--- src/rtl/dual_issue_pkg.sv ---
// Shared opcode/funct constants and instruction field helpers for the dual-issue queue.
package dual_issue_pkg;

    localparam logic [5:0] OP_RTYPE = 6'h00;
    localparam logic [5:0] OP_J     = 6'h02;
    localparam logic [5:0] OP_JAL   = 6'h03;
    localparam logic [5:0] OP_BEQ   = 6'h04;
    localparam logic [5:0] OP_ADDI  = 6'h08;
    localparam logic [5:0] OP_LW    = 6'h23;
    localparam logic [5:0] OP_SW    = 6'h2b;

    localparam logic [5:0] FN_JR    = 6'h08;
    localparam logic [5:0] FN_ADD   = 6'h20;
    localparam logic [5:0] FN_SUB   = 6'h22;

    function automatic logic [5:0] opcode(input logic [31:0] ins);
        return ins[31:26];
    endfunction

    function automatic logic [5:0] funct(input logic [31:0] ins);
        return ins[5:0];
    endfunction

    function automatic logic [4:0] rs(input logic [31:0] ins);
        return ins[25:21];
    endfunction

    function automatic logic [4:0] rt(input logic [31:0] ins);
        return ins[20:16];
    endfunction

    function automatic logic [4:0] rd(input logic [31:0] ins);
        return ins[15:11];
    endfunction

    function automatic logic is_control(input logic [31:0] ins);
        return ((opcode(ins) == OP_RTYPE) && (funct(ins) == FN_JR)) ||
               (opcode(ins) == OP_JAL) || (opcode(ins) == OP_BEQ) || (opcode(ins) == OP_J);
    endfunction

    function automatic logic is_mem(input logic [31:0] ins);
        return (opcode(ins) == OP_LW) || (opcode(ins) == OP_SW);
    endfunction

    function automatic logic reads_rt(input logic [31:0] ins);
        return (opcode(ins) == OP_RTYPE) || (opcode(ins) == OP_BEQ) || (opcode(ins) == OP_SW);
    endfunction

    function automatic logic [4:0] dest(input logic [31:0] ins);
        logic [4:0] d;
        unique case (opcode(ins))
            OP_RTYPE:       d = rd(ins);
            OP_ADDI, OP_LW: d = rt(ins);
            OP_JAL:         d = 5'd31;
            default:        d = 5'd0;
        endcase
        return d;
    endfunction

endpackage

--- src/rtl/issue_pair_check.sv ---
// Decides whether the two oldest queue entries may issue together on both ALU lanes.
// DUAL_MEM_EN lets lane 1 carry a load/store when the lane 0 instruction is not one.
module issue_pair_check
    import dual_issue_pkg::*;
(
    input  logic [31:0] ins0,
    input  logic [31:0] ins1,
    output logic        pair_ok
);

    logic [4:0] d0;
    logic       raw;
    logic       waw;
    logic       mem_ok;

    always_comb begin
        d0  = dest(ins0);
        raw = (d0 != 5'd0) && ((d0 == rs(ins1)) || (reads_rt(ins1) && (d0 == rt(ins1))));
        waw = (d0 != 5'd0) && (d0 == dest(ins1));
`ifdef DUAL_MEM_EN
        mem_ok = !(is_mem(ins0) && is_mem(ins1));
`else
        mem_ok = !is_mem(ins1);
`endif
        pair_ok = !is_control(ins0) && !is_control(ins1) && !raw && !waw && mem_ok;
    end

endmodule

--- src/rtl/dual_issue_queue.sv ---
// Circular instruction buffer fed two words per cycle, issuing one or two in-order
// instructions per cycle to the ALU lanes. Optional macro: DUAL_MEM_EN (see issue_pair_check).
module dual_issue_queue
    import dual_issue_pkg::*;
#(
    parameter int unsigned DEPTH = 8,
    parameter int unsigned PC_W  = 32
) (
    input  logic            clk,
    input  logic            rst,
    input  logic            in_valid,
    input  logic [31:0]     in_ins0,
    input  logic [31:0]     in_ins1,
    input  logic [PC_W-1:0] in_pc,
    output logic            in_ready,
    input  logic            flush,
    input  logic            stall,
    output logic            out0_valid,
    output logic [31:0]     out0_ins,
    output logic [PC_W-1:0] out0_pc,
    output logic            out1_valid,
    output logic [31:0]     out1_ins,
    output logic [PC_W-1:0] out1_pc
);

    localparam int unsigned AW = $clog2(DEPTH);
    localparam int unsigned CW = AW + 1;

    logic [31:0]     ins_mem [DEPTH];
    logic [PC_W-1:0] pc_mem  [DEPTH];

    logic [AW-1:0] head_q, tail_q, head1, tail1;
    logic [CW-1:0] count_q, n_pop, n_push;
    logic          push, issue0, issue1, pair_ok;

    issue_pair_check u_pair_check (
        .ins0    (ins_mem[head_q]),
        .ins1    (ins_mem[head1]),
        .pair_ok (pair_ok)
    );

    // Occupancy is the registered count, so freshly pushed entries cannot issue this edge.
    always_comb begin
        head1    = head_q + AW'(1);
        tail1    = tail_q + AW'(1);
        in_ready = (CW'(DEPTH) - count_q) >= CW'(2);
        push     = in_valid && in_ready && !flush && !rst;
        issue0   = !stall && (count_q != '0);
        issue1   = !stall && (count_q >= CW'(2)) && pair_ok;
        n_pop    = CW'(issue0) + CW'(issue1);
        n_push   = push ? CW'(2) : '0;
    end

    always_ff @(posedge clk) begin
        if (push) begin
            ins_mem[tail_q] <= in_ins0;
            ins_mem[tail1]  <= in_ins1;
            pc_mem[tail_q]  <= in_pc;
            pc_mem[tail1]   <= in_pc + PC_W'(1);
        end
    end

    always_ff @(posedge clk) begin
        if (rst) begin
            head_q     <= '0;
            tail_q     <= '0;
            count_q    <= '0;
            out0_valid <= 1'b0;
            out0_ins   <= '0;
            out0_pc    <= '0;
            out1_valid <= 1'b0;
            out1_ins   <= '0;
            out1_pc    <= '0;
        end else if (flush) begin
            head_q     <= tail_q;
            count_q    <= '0;
            out0_valid <= 1'b0;
            out1_valid <= 1'b0;
        end else begin
            if (push) begin
                tail_q <= tail_q + AW'(2);
            end
            head_q  <= head_q + AW'(n_pop);
            count_q <= count_q + n_push - n_pop;
            if (!stall) begin
                out0_valid <= issue0;
                out1_valid <= issue1;
                if (issue0) begin
                    out0_ins <= ins_mem[head_q];
                    out0_pc  <= pc_mem[head_q];
                end
                if (issue1) begin
                    out1_ins <= ins_mem[head1];
                    out1_pc  <= pc_mem[head1];
                end
            end
        end
    end

endmodule

--- config.mk ---
export PLATFORM = sky130hd
export DESIGN_NAME = dual_issue_queue
export DESIGN_NICKNAME = d
export VERILOG_FILES = /design/src/rtl/dual_issue_pkg.sv /design/src/rtl/issue_pair_check.sv /design/src/rtl/dual_issue_queue.sv
export SDC_FILE = /design/constraint.sdc
export NUM_CORES = 1
export LEC_CHECK = 0
export CORE_ASPECT_RATIO = 0.7
export CORE_UTILIZATION = 55
export CTS_CLUSTER_SIZE = 40
export DETAILED_ROUTE_END_ITERATION = 12
export GPL_TIMING_DRIVEN = 0
export HOLD_SLACK_MARGIN = 0.06
export PLACE_DENSITY = 0.81
export SYNTH_ARGS = -nofsm -noshare
export SYNTH_HDL_FRONTEND = slang
export SYNTH_SLANG_ARGS = --single-unit
--- constraint.sdc ---
create_clock -name clk -period 16 [get_ports clk]
set_input_delay 4 -clock clk [delete_from_list [all_inputs] [get_ports clk]]
set_output_delay 4 -clock clk [all_outputs]
set_load 0.01 [all_outputs]
* Word-level counts from Yosys, hierarchy flattened
Memory sizes are Yosys's and may differ from the RTL's. A register that Yosys moved wholly into a read port is not among the register bits.
Index checks and enable logic that the tools add are counted.
** Cells by class
- Add/sub/neg operators :: 9
- Order comparisons :: 2
- Equality and inequality tests :: 16
- Muxes and demuxes :: 7
- Bitwise gates (word level) :: 2
- Reduce and logical (&&, ||, !) cells :: 43
** Operators with widths (number)
- 32-bit by 1-bit adder with 32-bit output (second input constant) :: 1
- 5-bit one-hot mux with 3 select lines :: 2
- 6-bit by 2-bit == test with 1-bit output (second input constant) :: 4
- 6-bit by 4-bit == test with 1-bit output (second input constant) :: 4
- 6-bit == test (second input constant) :: 3
- 5-bit == test :: 3
- 1-bit logical AND :: 15
- 6-bit by 3-bit == test with 1-bit output (second input constant) :: 2
- 6-bit zero test :: 2
- 1-bit logical OR :: 10
- 4-bit by 2-bit greater-or-equal comparator with 1-bit output (second input constant) :: 2
- 1-bit zero test :: 8
- 3-bit by 1-bit adder with 3-bit output (second input constant) :: 2
- 3-bit 2-to-1 mux :: 2
- 3-bit AND reduction :: 2
- 2-bit OR reduction :: 3
- 5-bit nonzero test :: 1
- 4-bit by 2-bit adder with 4-bit output :: 1
- 4-bit nonzero test :: 1
- 4-bit by 2-bit subtractor with 4-bit output :: 1
- 4-bit subtractor (first input constant) :: 1
- 3-bit by 2-bit adder with 3-bit output :: 1
- 3-bit by 2-bit adder with 3-bit output (second input constant) :: 1
- 1-bit by 1-bit adder with 2-bit output :: 1
- other kinds (4) :: 6
** Storage, ports and cells
- Flip-flop bits (word level) :: 76
- Bits in writable memories :: 512
- Input port bits :: 101
- Output and inout port bits :: 131
- Word-level logic and storage cells :: 88
- Memories :: 2
** Memory list
- ins_mem :: depth 8, bits a word 32, read ports 2, clocked after Yosys merged registers in 1, write ports 2, RTL line dual_issue_queue.sv:29 : logic [31:0] ins_mem [DEPTH];
- pc_mem :: depth 8, bits a word 32, read ports 2, clocked after Yosys merged registers in 2, write ports 2, RTL line dual_issue_queue.sv:30 : logic [PC_W-1:0] pc_mem [DEPTH];

* Logic depth before layout (Yosys ltp)
Gate-level depths: netlist of the first run.
An unclocked memory read counts as a cell.
- Depth after elaboration :: 17
- Mapped depth :: 23

* By module
A second synthesis of the first run with hierarchy kept.
** Unflattened totals
- Cell total of the unflattened synthesis :: 1714
- Area total of the unflattened synthesis :: 29223.0 um^2
** By module, submodules not included
- dual_issue_queue :: times used 1, cells an instance 1634, area an instance 28660.0 um^2
- issue_pair_check :: times used 1, cells an instance 80, area an instance 563.0 um^2

* Worst setup path before layout of the first run
Ideal clock, no wire load.
- Path type :: input-to-reg
- Start point :: input flush
- End point :: memory ins_mem[0][0] (enable)
- Library setup time :: 0.502 ns
- Arrival time :: 7.747 ns
- Required time :: 15.498 ns
- Setup slack :: 7.751 ns
- Cell stages on the path :: 5
- Path buffers :: 2
- Cell sequence :: clkbuf_1 nor2_1 and3_1 clkbuf_1 and2_1
** RTL lines
- start, declared :: RTL line dual_issue_queue.sv:16 : input logic flush,
- end, declared :: RTL line dual_issue_queue.sv:29

==> results of run 1 <==
==> cell families (layout without fill, tap and decap cells) <==
group                      count (synthesis)  count (layout)
AOI/OAI and AO/OA                        234             234
xor gates and xnor gates                  42              42
adders and majority gates                 16              16
buffers and inverters                    141             491
DFF                                      651             651
muxes                                    394             394
other                                      0               3
and+or+nand+nor                          223             223
==> power by group through the flow <==
| stage | registers [mW] | clock network (mW) | logic, mW |
|---|---|---|---|
| after floorplan | 2.08 | 0 | 1.27 |
| after global placement | 2.08 | 0 | 1.86 |
| after detailed placement | 2.08 | 0 | 1.92 |
| after CTS | 2.04 | 1.52 | 1.93 |
| after global routing | 2.05 | 1.59 | 2.07 |
| final | 2.04 | 1.52 | 1.94 |
==> worst max path at each step <==
stage               cells after the start       endpoint  startpoint
detailed placement                     11  pc_mem[3][31]    in_pc[2]
global placement                        5   pc_mem[4][5]         rst
global route                           11  pc_mem[7][31]    in_pc[2]
CTS                                    11  pc_mem[3][31]    in_pc[2]
floorplan                               5  ins_mem[0][0]       flush
finish                                 11  pc_mem[3][31]    in_pc[2]
==> cell type report <==
class	instances	area share, %
sequential	651	51.6
multi-input combinational	909	30.9
timing repair buffer	237	7.14
clock buffer	77	4.62
tap	720	2.56
buffer	128	1.83
clock inverter	36	1.25
inverter	13	0.139
antenna	3	0.0213
==> metrics by stage <==
stage / std cells / worst slack, ns / util, % / hold slack, ns / power, mW
3_5_place_dp: 2658 / 8.33 / 62.7 / 0.493 / 4.00
5_1_grt: 2772 / 8.78 / 66.7 / 0.529 / 5.71
6_report: 2774 / 8.90 / 66.7 / 0.500 / 5.51
4_1_cts: 2771 / 8.97 / 66.7 / 0.502 / 5.50
2_1_floorplan: 1701 / 7.75 / - / 0.498 / 3.35
3_3_place_gp: 2650 / 4.80 / 62.3 / 0.486 / 3.95
==> placed cells by master (no fill, tap or decap), types with 8 or more instances in the layout <==
| cell | synthesis | layout |
|---|---|---|
| edfxtp_1 | 512 | 512 |
| nand4_1 | 13 | 13 |
| xnor2_1 | 26 | 26 |
| bufinv_16 | 0 | 10 |
| buf_2 | 29 | 29 |
| buf_1 | 19 | 19 |
| or3_1 | 8 | 8 |
| buf_6 | 13 | 13 |
| a211oi_2 | 53 | 53 |
| mux4_2 | 248 | 248 |
| and3_1 | 9 | 9 |
| clkinv_1 | 0 | 9 |
| clkbuf_1 | 59 | 72 |
| clkbuf_16 | 0 | 62 |
| a21oi_1 | 25 | 25 |
| xor2_1 | 14 | 14 |
| a211oi_1 | 82 | 82 |
| inv_1 | 13 | 13 |
| mux2i_1 | 140 | 140 |
| buf_4 | 8 | 8 |
| clkinv_2 | 0 | 13 |
| buf_16 | 0 | 8 |
| nand2_1 | 24 | 24 |
| ha_1 | 13 | 13 |
| clkdlybuf4s50_1 | 0 | 229 |
| a21oi_2 | 43 | 43 |
| nor3_1 | 19 | 19 |
| nor3b_1 | 14 | 14 |
| nor2_1 | 80 | 80 |
| dfxtp_1 | 139 | 139 |
| o21ai_0 | 11 | 11 |
| nand3_1 | 17 | 17 |
==> cell usage after synthesis (14+ instances only) <==
library cell	n	area share, %
a211oi_1	82	2.1
a211oi_2	53	2.2
a21oi_1	25	0.42
a21oi_2	43	1.3
buf_1	19	0.24
buf_2	29	0.49
clkbuf_1	59	0.75
dfxtp_1	139	9.4
edfxtp_1	512	52
mux2i_1	140	4.7
mux4_2	248	19
nand2_1	24	0.30
nand3_1	17	0.29
nor2_1	80	1.0
nor3_1	19	0.32
nor3b_1	14	0.35
xnor2_1	26	0.77
xor2_1	14	0.41
==> layer usage <==
metal	global-route usage, %	vias to the layer above	wire length (um)
met1	43.1	9675	32200
li1	-	7642	-
met5	0	-	56
met4	7.61	8	2120
met2	44.1	1174	36200
met3	9.63	150	10400
==> tightest hold or removal path: stages, from the launching register on <==
cell and delay, ns:
dfxtp_1 0.31, nor2_1 0.09, a211oi_1 0.05
==> flip-flops by register name, indices dropped and copies added, names as in the netlist <==
register,flops
out0_pc,32
out1_ins,32
out1_pc,32
out0_ins,32
head_q,3
pc_mem,256
out0_valid,1
out1_valid,1
tail_q,2
ins_mem,256
count_q,4
==> flow_metrics.py, run 1 <==
metrics = {
    "status": {
        "run_status": "finished, final reports clean",
    },
    "timing": {
        "period_needed_ns": 7.10,
        "setup-tns-final_ns": 0,
        "worst_slew_pin_slew_ns": 1.19,
        "post-route-period-util_pct": 44.4,
        "report.final.slew_viol_count": 0,
        "slew_headroom_pct": 20.7,
        "finalClockSkew_ns": 0.0203,
        "finalSetupViolCount": 0,
        "fmax_ghz": 0.141,
        "finalHoldViolCount": 0,
        "grt_setup_unrepaired": "false",
    },
    "worst_setup_path": {
        "worstPathRequired_ns": 16.45,
        "slowest_stage": "clkdlybuf4s50_1",
        "cp.arrival_ns": 7.55,
        "end_kind": "register",
        "reg2reg_depth": 17,
        "cpMostUsedCell": "and3_1",
        "crit_family": "simple AND/OR/NAND/NOR gates",
        "timing.rr.start": "head_q[1]",
        "r2r_slack_ns": 9.28,
        "reg2reg_to": "count_q[3]",
        "worstPathMaxFanout": 8,
        "start_kind": "primary input",
        "worst-path-buf-inv": 2,
        "critPathKind": "primary input to register",
        "cpPeakStageDelay_ns": 0.68,
        "critical_path.cell_chain": "clkdlybuf4s50_1, and3_1, and3_1, nand2_1, nor2_1, and4_1, and3_1, inv_1, nor3_1, nand3_1, xnor2_1",
    },
    "floorplanning": {
        "rows": 70,
        "die_x_um": 280,
        "core_um2": 52800,
        "die_y_um": 196,
        "die-area_um2": 55000,
        "io_pins": 232,
        "start_util_pct": 56.3,
    },
    "clock_tree": {
        "ctsResizeCount": 0,
        "clockBufferDepth": 3,
        "cts_tree": "built",
        "clockRootBuffer": "clkbuf_16",
        "cts.sinks": 651,
        "clk_latency_ns": 0.65,
        "clkTransAtPathRegs_ns": 0.06,
        "cts_setup_buffers": 0,
        "cts_buffers": 60,
        "htreeDepth": 2,
        "hold_buffers": 0,
    },
    "global_routing": {
        "antenna_found_initial": 8,
        "grt-ovfl-total": 0,
        "track_usage_pct": 29.8,
        "grt_max_degree": 54,
        "first_global_vias": 18783,
        "grt_pass1_wl_mm": 120,
    },
    "synth": {
        "ys_ff_latch": 651,
        "async_flop_share_pct": 0,
        "netlist_area_um2": 29700,
        "synth_cell_types": 56,
        "synth_top_family_by_area": "multiplexers",
        "yosysWarnings": 0,
        "syn_area_per_cell_um2": 17.5,
        "synthMuxAreaShare_pct": 23.8,
        "synth_fp_nets": 1818,
        "synth-compound-area-share_pct": 6.82,
        "synthAdderAreaFrac_pct": 0.750,
        "synthFlopType": "edfxtp_1",
        "synth-xor-area-share_pct": 1.33,
        "synthSimpleGateAreaFrac_pct": 3.91,
        "yosysSeqAreaShare_pct": 61.1,
        "synth_cells": 1701,
        "synth-edff-count": 512,
    },
    "power": {
        "internal_power_mw": 3.74,
        "power_density_nw_per_um2": 156,
        "leakagePower_nw": 10.7,
        "p_sw_mw": 1.77,
        "comb_power_share_pct": 35.3,
        "p_seq_share_pct": 37.1,
        "switching_share_pct": 32.1,
        "ir_worst_vdd_mv": 0.0952,
        "p_clk_share_pct": 27.6,
    },
    "place": {
        "post_dp_cell_area_um2": 33100,
        "place_hpwl_mm": 57.2,
        "gp_congestion": 0.900,
        "port_buffers": 229,
    },
    "drt": {
        "dr.pass1.iters": 5,
        "wl_per_cell_um": 29.2,
        "finalWirelength_mm": 80.9,
        "drc_errors": 0,
        "initialDrtViolationCount": 2225,
        "avgViaCountPerCell": 6.72,
        "ant_nets": 0,
        "num_vias": 18649,
    },
    "min_path": {
        "hold_start": "out0_pc[15]",
        "min_path_cells": 2,
        "hold_path.class": "register to register",
        "whs_endpoint": "out0_pc[15]",
    },
    "layout": {
        "seqCellArea_um2": 18200,
        "syn_to_final_growth_pct": 18.5,
        "final_area_um2": 35200,
        "multiInputGateArea_um2": 10900,
        "nFillCells": 3435,
        "nNetsFinal": 2117,
        "drive_above_1_share_pct": 24.9,
    },
    "run": {
        "drv_cap": 0,
    },
}
No activity file was read; power rests on OpenSTA's default activity.
==> run 2, diff against run 1 <==
Clock period 16 ns to 7 ns, I/O delays scaled along.
==> flow_metrics.py, run 2 (synthesized netlist as in run 1, its figures left out) <==
metrics = {
    "status": {
        "run_status": "finished, final reports clean",
    },
    "drt": {
        "drc_errors": 0,
        "num_vias": 18614,
        "finalWirelength_mm": 81.0,
        "initialDrtViolationCount": 2246,
        "avgViaCountPerCell": 6.71,
        "dr.pass1.iters": 5,
        "ant_nets": 0,
        "wl_per_cell_um": 29.2,
    },
    "clock_tree": {
        "clockRootBuffer": "clkbuf_16",
        "cts.sinks": 651,
        "clkTransAtPathRegs_ns": 0.07,
        "cts_setup_buffers": 0,
        "cts_tree": "built",
        "clockBufferDepth": 3,
        "clk_latency_ns": 0.65,
        "cts_buffers": 60,
        "htreeDepth": 2,
    },
    "worst_setup_path": {
        "critPathKind": "register to register",
        "cp.arrival_ns": 7.12,
        "end_kind": "register",
        "start_kind": "register",
        "worstPathRequired_ns": 7.56,
        "worstPathMaxFanout": 10,
    },
    "power": {
        "internal_power_mw": 8.54,
        "comb_power_share_pct": 35.3,
        "p_clk_share_pct": 27.6,
        "leakagePower_nw": 10.7,
        "ir_worst_vdd_mv": 0.218,
        "p_seq_share_pct": 37.1,
        "switching_share_pct": 32.2,
        "power_density_nw_per_um2": 357,
        "p_sw_mw": 4.05,
    },
    "timing": {
        "hold_slack_ns": 0.500,
        "slew_headroom_pct": 20.6,
        "grt_setup_unrepaired": "false",
        "worst_slew_pin_slew_ns": 1.19,
        "post-route-period-util_pct": 93.7,
        "finalClockSkew_ns": 0.0211,
        "period_needed_ns": 6.56,
        "finalSetupViolCount": 0,
        "fmax_ghz": 0.153,
        "setup_slack_ns": 0.443,
        "report.final.slew_viol_count": 0,
        "finalHoldViolCount": 0,
    },
    "place": {
        "port_buffers": 229,
        "place_ws_ns": 0.440,
        "place_hpwl_mm": 57.2,
        "dp.cells": 2658,
        "gp_congestion": 0.900,
    },
    "global_routing": {
        "track_usage_pct": 29.8,
        "grt_max_degree": 54,
        "first_global_vias": 18783,
        "antenna_found_initial": 8,
        "grt_pass1_wl_mm": 120,
        "grt-ovfl-total": 0,
    },
    "floorplanning": {
        "core_um2": 52800,
        "die-area_um2": 55000,
        "rows": 70,
        "die_x_um": 280,
        "start_util_pct": 56.3,
        "io_pins": 232,
        "die_y_um": 196,
    },
    "layout": {
        "nNetsFinal": 2117,
        "finalNonFillerCells": 2774,
        "layout_common_cells": "edfxtp_1, mux4_2, clkdlybuf4s50_1",
        "final_common_cell": "edfxtp_1",
        "syn_to_final_growth_pct": 18.5,
        "reg_top3": "ins_mem x256, pc_mem x256",
        "drive_above_1_share_pct": 25.0,
    },
    "min_path": {
        "hold_path.class": "register to register",
    },
    "run": {
        "drv_cap": 0,
    },
}
## run 2: per-stage QoR
step                      util [%]  total power, mW  instance area [um2]  TNS (ns)
after floorplan                  -             7.65                29700         0
after global placement        62.3             9.02                32900   -910.03
after detailed placement      62.7             9.13                33100         0
after CTS                     66.7             12.6                35200         0
after global routing          66.7             13.0                35200         0
final                         66.7             12.6                35200         0
## run 2: metal layers
| layer | vias to the layer above | wire [um] | global-route usage (%) |
|---|---|---|---|
| li1 | 7639 | - | - |
| met1 | 9671 | 32300 | 43.1 |
| met2 | 1162 | 36300 | 44.1 |
| met3 | 134 | 10400 | 9.63 |
| met4 | 8 | 1930 | 7.61 |
| met5 | - | 56 | 0 |
## run 2: cell type report
| class | instances | area [um2] |
|---|---|---|
| Antenna cell | 3 | 7.51 |
| Clock buffer | 77 | 1630 |
| Tap cell | 720 | 901 |
| Multi-Input combinational cell | 909 | 10900 |
| Clock inverter | 36 | 439 |
| Sequential cell | 651 | 18200 |
| Fill cell | 3434 | 17600 |
| Timing Repair Buffer | 237 | 2510 |
| Buffer | 128 | 648 |
| Inverter | 13 | 48.8 |
## run 2: path summary, 6_finish.rpt
check                              endpoint  cells past startpoint        start  slack, ns
worst max register to register   count_q[3]                     21    head_q[1]       0.44
worst min-delay path            out0_pc[15]                      2  out0_pc[15]       0.50
worst max-delay path             count_q[3]                     21    head_q[1]       0.44
worst min register to register  out0_pc[15]                      2  out0_pc[15]       0.50
## run 2: what timing repair did
action	CTS	global route
resized for setup	0	4
hold buffers	0	0
hold endpoints to repair	0	0
setup endpoints to repair	0	1
## run 2: critical path, stage by stage, from the launching register on
cell and delay [ns]:
dfxtp_1 0.36, ha_1 0.44, buf_6 0.21, buf_6 0.18
buf_2 0.36, clkbuf_4 0.39, buf_2 0.38, buf_2 0.36
mux4_2 0.39, mux2i_1 0.40, xor2_1 0.12, nor4_1 0.39
o21ai_0 0.18, buf_2 0.28, and3_1 0.27, ha_1 0.27
fa_1 0.51, inv_1 0.05, ha_1 0.20, fa_1 0.38
xor2_1 0.17, nor3_1 0.14
## run 2: power groups by stage
stage	sequential [mW]	combinational (mW)	clock (mW)
3_5_place_dp	4.74	4.39	0
5_1_grt	4.69	4.72	3.64
2_1_floorplan	4.76	2.89	0
3_3_place_gp	4.76	4.26	0
6_report	4.67	4.44	3.47
4_1_cts	4.66	4.42	3.48
